`src/rtl/hbm_val_rd_arbiter.sv`:
```
// Round-robin arbiter sharing one HBM read channel among NUM_REQ requesters.
// Burst owners are queued in order so R beats are routed back to whoever issued the AR.
module hbm_val_rd_arbiter #(
    parameter int NUM_REQ    = 4,
    parameter int ADDR_WIDTH = 48,
    parameter int DATA_WIDTH = 256,
    parameter int OT_DEPTH   = 8
) (
    input  logic                          axis_clk,
    input  logic                          rst,
    input  logic [NUM_REQ-1:0]            s_arvalid,
    input  logic [NUM_REQ*ADDR_WIDTH-1:0] s_araddr,
    input  logic [NUM_REQ*8-1:0]          s_arlen,
    output logic [NUM_REQ-1:0]            s_arready,
    output logic [NUM_REQ-1:0]            s_rvalid,
    input  logic [NUM_REQ-1:0]            s_rready,
    output logic [DATA_WIDTH-1:0]         s_rdata,
    output logic [1:0]                    s_rresp,
    output logic                          s_rlast,
    output logic                          m_arvalid,
    input  logic                          m_arready,
    output logic [ADDR_WIDTH-1:0]         m_araddr,
    output logic [7:0]                    m_arlen,
    output logic [2:0]                    m_arsize,
    output logic [1:0]                    m_arburst,
    input  logic                          m_rvalid,
    output logic                          m_rready,
    input  logic [DATA_WIDTH-1:0]         m_rdata,
    input  logic [1:0]                    m_rresp,
    input  logic                          m_rlast,
    output logic                          err_orphan_r,
    output logic                          dbg_state,
    output logic [$clog2(OT_DEPTH):0]     dbg_fifo_count
);
    // Handshakes: a transfer happens on a rising edge where valid and ready are both high;
    // valid never waits on ready, and payload is held stable while valid is high and ready low.

    localparam int GW = (NUM_REQ > 1) ? $clog2(NUM_REQ) : 1;
    localparam int PW = (OT_DEPTH > 1) ? $clog2(OT_DEPTH) : 1;
    localparam int CW = $clog2(OT_DEPTH) + 1;

    typedef enum logic {
        IDLE  = 1'b0,
        ISSUE = 1'b1
    } state_t;

    state_t                state_q, state_d;
    logic [GW-1:0]         last_grant_q, last_grant_d;
    logic [GW-1:0]         owner_q, owner_d;
    logic [ADDR_WIDTH-1:0] araddr_q, araddr_d;
    logic [7:0]            arlen_q, arlen_d;
    logic                  arvalid_q, arvalid_d;
    logic [GW-1:0]         mem_q [OT_DEPTH];
    logic [GW-1:0]         mem_d [OT_DEPTH];
    logic [PW-1:0]         wr_ptr_q, wr_ptr_d;
    logic [PW-1:0]         rd_ptr_q, rd_ptr_d;
    logic [CW-1:0]         count_q, count_d;
    logic                  err_q, err_d;

    logic                  grant_found;
    logic [GW-1:0]         grant_idx;
    logic                  fifo_full;
    logic                  fifo_empty;
    logic [GW-1:0]         head;
    logic                  ar_push;
    logic                  r_pop;

    assign fifo_full  = (count_q == CW'(OT_DEPTH));
    assign fifo_empty = (count_q == '0);
    assign head       = mem_q[rd_ptr_q];

    // Search upward from the requester after the last winner, wrapping modulo NUM_REQ.
    always_comb begin
        int            idx;
        logic [GW-1:0] sel;
        idx         = 0;
        sel         = '0;
        grant_found = 1'b0;
        grant_idx   = '0;
        for (int k = 1; k <= NUM_REQ; k++) begin
            idx = (int'(last_grant_q) + k) % NUM_REQ;
            sel = GW'(idx);
            if (!grant_found && s_arvalid[sel]) begin
                grant_found = 1'b1;
                grant_idx   = sel;
            end
        end
    end

    always_comb begin
        state_d      = state_q;
        last_grant_d = last_grant_q;
        owner_d      = owner_q;
        araddr_d     = araddr_q;
        arlen_d      = arlen_q;
        arvalid_d    = arvalid_q;
        s_arready    = '0;
        ar_push      = 1'b0;
        case (state_q)
            IDLE: begin
                if (!rst && grant_found && !fifo_full) begin
                    s_arready[grant_idx] = 1'b1;
                    araddr_d     = s_araddr[grant_idx*ADDR_WIDTH +: ADDR_WIDTH];
                    arlen_d      = s_arlen[grant_idx*8 +: 8];
                    last_grant_d = grant_idx;
                    owner_d      = grant_idx;
                    arvalid_d    = 1'b1;
                    state_d      = ISSUE;
                end
            end
            ISSUE: begin
                if (m_arready) begin
                    ar_push   = 1'b1;
                    arvalid_d = 1'b0;
                    state_d   = IDLE;
                end
            end
            default: state_d = IDLE;
        endcase
    end

    always_comb begin
        s_rvalid = '0;
        m_rready = !rst && !fifo_empty && s_rready[head];
        if (!rst && m_rvalid && !fifo_empty) begin
            s_rvalid[head] = 1'b1;
        end
        r_pop = m_rvalid && m_rready && m_rlast;

        mem_d    = mem_q;
        wr_ptr_d = wr_ptr_q;
        rd_ptr_d = rd_ptr_q;
        count_d  = count_q;
        if (ar_push) begin
            mem_d[wr_ptr_q] = owner_q;
            wr_ptr_d = (wr_ptr_q == PW'(OT_DEPTH - 1)) ? '0 : wr_ptr_q + PW'(1);
        end
        if (r_pop) begin
            rd_ptr_d = (rd_ptr_q == PW'(OT_DEPTH - 1)) ? '0 : rd_ptr_q + PW'(1);
        end
        case ({ar_push, r_pop})
            2'b10:   count_d = count_q + CW'(1);
            2'b01:   count_d = count_q - CW'(1);
            default: count_d = count_q;
        endcase
        err_d = err_q | (m_rvalid && fifo_empty);
    end

    always_ff @(posedge axis_clk) begin
        if (rst) begin
            state_q      <= IDLE;
            last_grant_q <= GW'(NUM_REQ - 1);
            owner_q      <= '0;
            araddr_q     <= '0;
            arlen_q      <= '0;
            arvalid_q    <= 1'b0;
            for (int i = 0; i < OT_DEPTH; i++) mem_q[i] <= '0;
            wr_ptr_q     <= '0;
            rd_ptr_q     <= '0;
            count_q      <= '0;
            err_q        <= 1'b0;
        end else begin
            state_q      <= state_d;
            last_grant_q <= last_grant_d;
            owner_q      <= owner_d;
            araddr_q     <= araddr_d;
            arlen_q      <= arlen_d;
            arvalid_q    <= arvalid_d;
            mem_q        <= mem_d;
            wr_ptr_q     <= wr_ptr_d;
            rd_ptr_q     <= rd_ptr_d;
            count_q      <= count_d;
            err_q        <= err_d;
        end
    end

    assign m_arvalid      = arvalid_q;
    assign m_araddr       = araddr_q;
    assign m_arlen        = arlen_q;
    assign m_arsize       = 3'($clog2(DATA_WIDTH / 8));
    assign m_arburst      = 2'b01;
    assign s_rdata        = m_rdata;
    assign s_rresp        = m_rresp;
    assign s_rlast        = m_rlast;
    assign err_orphan_r   = err_q;
    assign dbg_state      = state_q;
    assign dbg_fifo_count = count_q;

endmodule

```
`config.mk`:
```
export PLATFORM = sky130hd
export DESIGN_NAME = hbm_val_rd_arbiter
export DESIGN_NICKNAME = d
export VERILOG_FILES = /design/src/rtl/hbm_val_rd_arbiter.sv
export SDC_FILE = /design/constraint.sdc
export NUM_CORES = 1
export LEC_CHECK = 0
export BUFFER_PORTS_ARGS = -buffer_cell sky130_fd_sc_hd__buf_2
export CORE_AREA = 2 2 324 326
export DETAILED_ROUTE_END_ITERATION = 10
export DIE_AREA = 0 0 326 328
export PLACE_DENSITY = 0.3
export SYNTH_ARGS = -nofsm -noshare
export SYNTH_HDL_FRONTEND = slang
export SYNTH_SLANG_ARGS = --single-unit
```
`constraint.sdc`:
```
create_clock -name axis_clk -period 4.2 [get_ports axis_clk]
set_clock_uncertainty 0.2 [all_clocks]
set_input_delay 0.63 -clock axis_clk [delete_from_list [all_inputs] [get_ports axis_clk]]
set_output_delay 0.63 -clock axis_clk [all_outputs]
set_load 0.02 [all_outputs]
```
# == Word level (Yosys, flattened, before mapping) ==
# Index checks and enable logic that the tools add are counted.
# classes
reduce_logical,25
n_mul,1
muxes,42
eq_ne,7
addsub,8
bitwise,4
n_shift,2
n_lt_le_gt_ge,11
# ops
operator,n
$shiftx 192x9->48,1
$shiftx 32x6->8,1
$lt 2x3->1 const B,6
$mux 1,17
$bwmux 16,1
$logic_and 1x1->1,15
$mux 2,7
$mux 4,3
$bmux 1 s2,5
$ge 4x4->1 const B,2
$not 3->4,2
$pmux 4 s2,1
$add 3x1->3 const B,2
$bmux 2 s3,1
$demux 2 s3,1
$eq 3x3->1 const B,2
$logic_not 1->1,6
$mux 3,2
$add 2x1->2 const B,2
$add 2x2->2 const B,2
$add 4x1->4 const B,1
$demux 1 s2,2
$eq 4x4->1 const B,1
$ge 2x1->1 const B,2
other kinds (12),15
# totals
output_inout_bits,336
regBits,89
wordCells,118
in_bits,495

# == Longest topological paths before layout ==
# logic_depth
word_depth,19
ltp_mapped,13
depth_no_buf,12

# == Least setup slack after synthesis ==
# No wires, ideal clock.
# synth_timing
path_kind,register to register
start,register rd_ptr_q[0]
end,"register count_q[3], in the netlist dbg_fifo_count[3]"
t_required_ns,3.930
stages_incl_launch_ff,14
path_slack_ns,0.755
setup_ns,0.070
arrival_time_ns,3.175
period_less_slack_ns,3.445
path_buffers,1
cell_sequence,dfxtp_1 -> buf_6 -> mux2_1 -> mux4_2 -> mux4_2 -> nand3_2 -> inv_1 -> ha_1 -> ha_1 -> a21o_1 -> a21oi_1 -> xnor2_1 -> or3_1 -> a21oi_1
# synth_via
elab_chain_cells,11
word_cells_on_any_way,13
cone_classes,eq/ne (2); mux (6); bitwise (1); reduce/logical (4)
# synth_rtl
item,line_no,text
start: declaration,56,"logic [PW-1:0] rd_ptr_q, rd_ptr_d;"
start signal: assignment,171,rd_ptr_q <= rd_ptr_d;
$not 3->4 (implied by the code) *,70,assign head = mem_q[rd_ptr_q];
$bmux 2 s3 *,70,
$mux 2 (implied by the code) * (2 in series),70,
$bmux 1 s2 *,124,m_rready = !rst && !fifo_empty && s_rready[head];
$mux 1 (implied by the code) *,124,
$logic_and 1x1->1 *,124,
$logic_and 1x1->1 * (2 in series),128,r_pop = m_rvalid && m_rready && m_rlast;
named net r_pop,66,logic r_pop;
$eq 2x1->1 / $eq 2x2->1 (equally long branches),141,"case ({ar_push, r_pop})"
$pmux 4 s2 / $reduce_bool 2->1 (equally long branches),--,
end signal: assignment,172,count_q <= count_d;
end: declaration,57,"logic [CW-1:0] count_q, count_d;"
# Mark *: on every way through the listed nets, which the timed path passes. The rest lies on a longest branch. The select of a mux whose other input is x is not followed.
# A chain may end at the register's enable or synchronous reset.

# == Worst setup path in the final report ==
# Same ends and word-level chain as after synthesis.

==> flow_metrics.tcl <==
set metrics [dict create \
    outcome "finished, final reports clean" \
    synthArstFlopShare_pct 0 \
    antenna_left 0 \
    synth_area_per_cell_sq_um 8.123 \
    cts.path.max_buffers 2 \
    switching_share_pct 40.89 \
    routabilityCongestion 0.9426 \
    gr-usage-all-layers_pct 8.391 \
    synth_cell_type_count 41 \
    synth_top_area_cell "buf_4" \
    max_clock_freq_mhz 260.3 \
    port-buffer-count 309 \
    clkLatencyLatePin_ps 420 \
    core_area_sq_um 103200 \
    hp-class "in2reg" \
    finalCriticalPeriod_ps 3842 \
    nNetsFinal 1425 \
    grt_pass1_wl_mm 61.11 \
    worstPathArrival_ps 3970 \
    p_leak_nw 3.636 \
    area_growth_pct 20.36 \
    stdcell_count 2311 \
    cp-start-kind "register" \
    grt_max_degree 93 \
    ys_ff_latch 89 \
    slew_headroom_pct 24.85 \
    worst-slew-pin-transition_ps 1127 \
    fillers 12120 \
    holdBufCountCts 0 \
    cts.sinks 89 \
    via_per_inst 2.932 \
    hpwlAfterDp_mm 38.02 \
    ir_drop_v 0.0001520 \
    die-area_sq_um 106900 \
    wire_per_inst_um 19.96 \
    netlist_area_sq_um 7473 \
    rsz0062_at_grt "false" \
    first_pass_iters 5 \
    synth_flop_cell "dfxtp_1" \
    hold_viol 0 \
    yosysMostFrequentCell "buf_4" \
    pwr-share-clk_pct 31.6 \
    dieHeight_um 328 \
    setup_viol 0 \
    synth_warnings 0 \
    ys_top_cells_by_area "buf_4 27%, dfxtp_1 24%, a211oi_1 11%, and3_1 9.5%, nand3b_1 5.6%" \
    num_vias 6777 \
    cts_resized 0 \
    drv_cap 0 \
    cts_tree "yes" \
    cp_max_fo 9 \
    synth_common_cells "264 x buf_4, 113 x and3_1, 112 x a211oi_1" \
    period_share_pct 91.48 \
    combPwrFrac_pct 33.5 \
    whs_ps 272.9 \
    seqPwrFrac_pct 34.8 \
    wl_mm 46.12 \
    drv_slew 0 \
    p_sw_mw 1.184 \
    cts_buffers 9 \
    fp-row-count 118 \
    worstSetupPathType "reg2reg" \
    htree_levels 3 \
    end_kind "register" \
    synth_top_area_share_pct 26.52 \
    seq_area_frac_synth_pct 23.84 \
    finalSetupTns_ps 0 \
    start_util_pct 7.242 \
    synthCells 920 \
    cts_setup_buffers 0 \
    drive_above_1_share_pct 38.83 \
    grt_pass1_vias 7142 \
    post-route-drc-count 0 \
    antenna_found_initial 10 \
    clk_pin_slew_ps 80 \
    synth_edf_count 0 \
    placed_cells 2291 \
    critPathRequiredTime_ps 4330 \
    drtIter0Drc 355 \
    root_buffer "clkbuf_16" \
    fp.dieW_um 326 \
    p_int_mw 1.712 \
    io_pins 831 \
    overflow 0 \
    power.density_nw_per_um2 322.0 \
]
## kinds of logic after synthesis
family | Yosys count | share of synthesized area (%)
buf+inv | 344 | 30.64
simple gates | 250 | 20.36
compound gates | 202 | 19.50
flops | 89 | 23.84
mux | 22 | 3.767
fa+ha+maj | 8 | 1.440
xor+xnor | 3 | 0.3516
other cells | 2 | 0.1005
## path summary, 6_finish.rpt
path | end | from | depth (start not counted) | slack, ps
setup reg to reg | dbg_fifo_count[3]$_SDFFE_PP0P_ | rd_ptr_q[0]$_SDFFE_PP0P_ | 12 | 360
setup / recovery | dbg_fifo_count[3]$_SDFFE_PP0P_ | rd_ptr_q[0]$_SDFFE_PP0P_ | 12 | 360
hold reg to reg | m_arvalid$_SDFFE_PP0P_ | m_arvalid$_SDFFE_PP0P_ | 2 | 280
hold / removal | err_orphan_r$_SDFF_PP0_ | m_rvalid | 3 | 270
## power groups by stage
| stage | registers, mW | clock network (mW) | logic (mW) |
|---|---|---|---|
| after global routing | 1.02 | 1.03 | 1.06 |
| after floorplan | 1.13 | 0 | 0.777 |
| after global placement | 1.03 | 0 | 0.990 |
| after CTS | 1.01 | 1.03 | 0.993 |
| after detailed placement | 1.03 | 0 | 0.989 |
| final | 1.01 | 0.917 | 0.971 |
## critical path: stages, from the launching register on
cell     delay (ps)
dfxtp_1         610
mux2_1          360
mux4_2          520
mux4_2          470
nand3_2         140
inv_1            60
ha_1            210
ha_1            290
a21o_1          180
a21oi_1         170
xnor2_1          90
or3_1           300
a21oi_1         150
## cell usage in the layout (no fill, tap or decap), types with 10 or more instances in the layout
cell type	netlist	final
a211oi_1	112	110
a21oi_1	18	18
dfxtp_1	89	89
and3_1	113	113
buf_2	0	308
nor2_1	28	28
o31ai_1	56	56
nand2_1	14	13
nand3b_1	56	56
buf_4	264	19
nand2b_1	10	10
mux2i_1	12	12
## registers in the layout, indices dropped and copies added (netlist names)
register,count
last_grant_q,2
dbg_state,1
owner_q,2
wr_ptr_q,3
m_arlen,8
m_arvalid,1
rd_ptr_q,3
err_orphan_r,1
mem_q,16
m_araddr,48
dbg_fifo_count,4
## final cells by class
class                           instances  area, sq um  share of cell area (%)
Antenna cell                            4        10.01                  0.1113
Clock buffer                            9        225.2                   2.504
Clock inverter                          7        60.06                  0.6677
Inverter                                4        15.01                  0.1669
Multi-Input combinational cell        490         3472                   38.60
Sequential cell                        89         1782                   19.81
Tap cell                             1380         1727                   19.20
Timing Repair Buffer                  328         1704                   18.95
## routing by layer
layer	vias up	GRT usage [%]	wire (um)
li1	3051	-	-
met1	3101	7.666	14740
met2	521	14.11	22090
met3	100	5.133	6412
met4	4	5.259	2841
met5	-	0	27
## through the flow
step                      total power, mW  setup WS [ps]  cell area [sq um]  utilization, %
after global routing                3.123          116.6               8987           8.709
after CTS                           3.031          329.6               8985           8.706
after detailed placement            2.018          361.6               8700           8.430
final                               2.897          357.8               8995           8.716
after global placement              2.018          334.8               8700           8.430
after floorplan                     1.910          754.6               7485               -
Power figures use the tool's default switching activity.
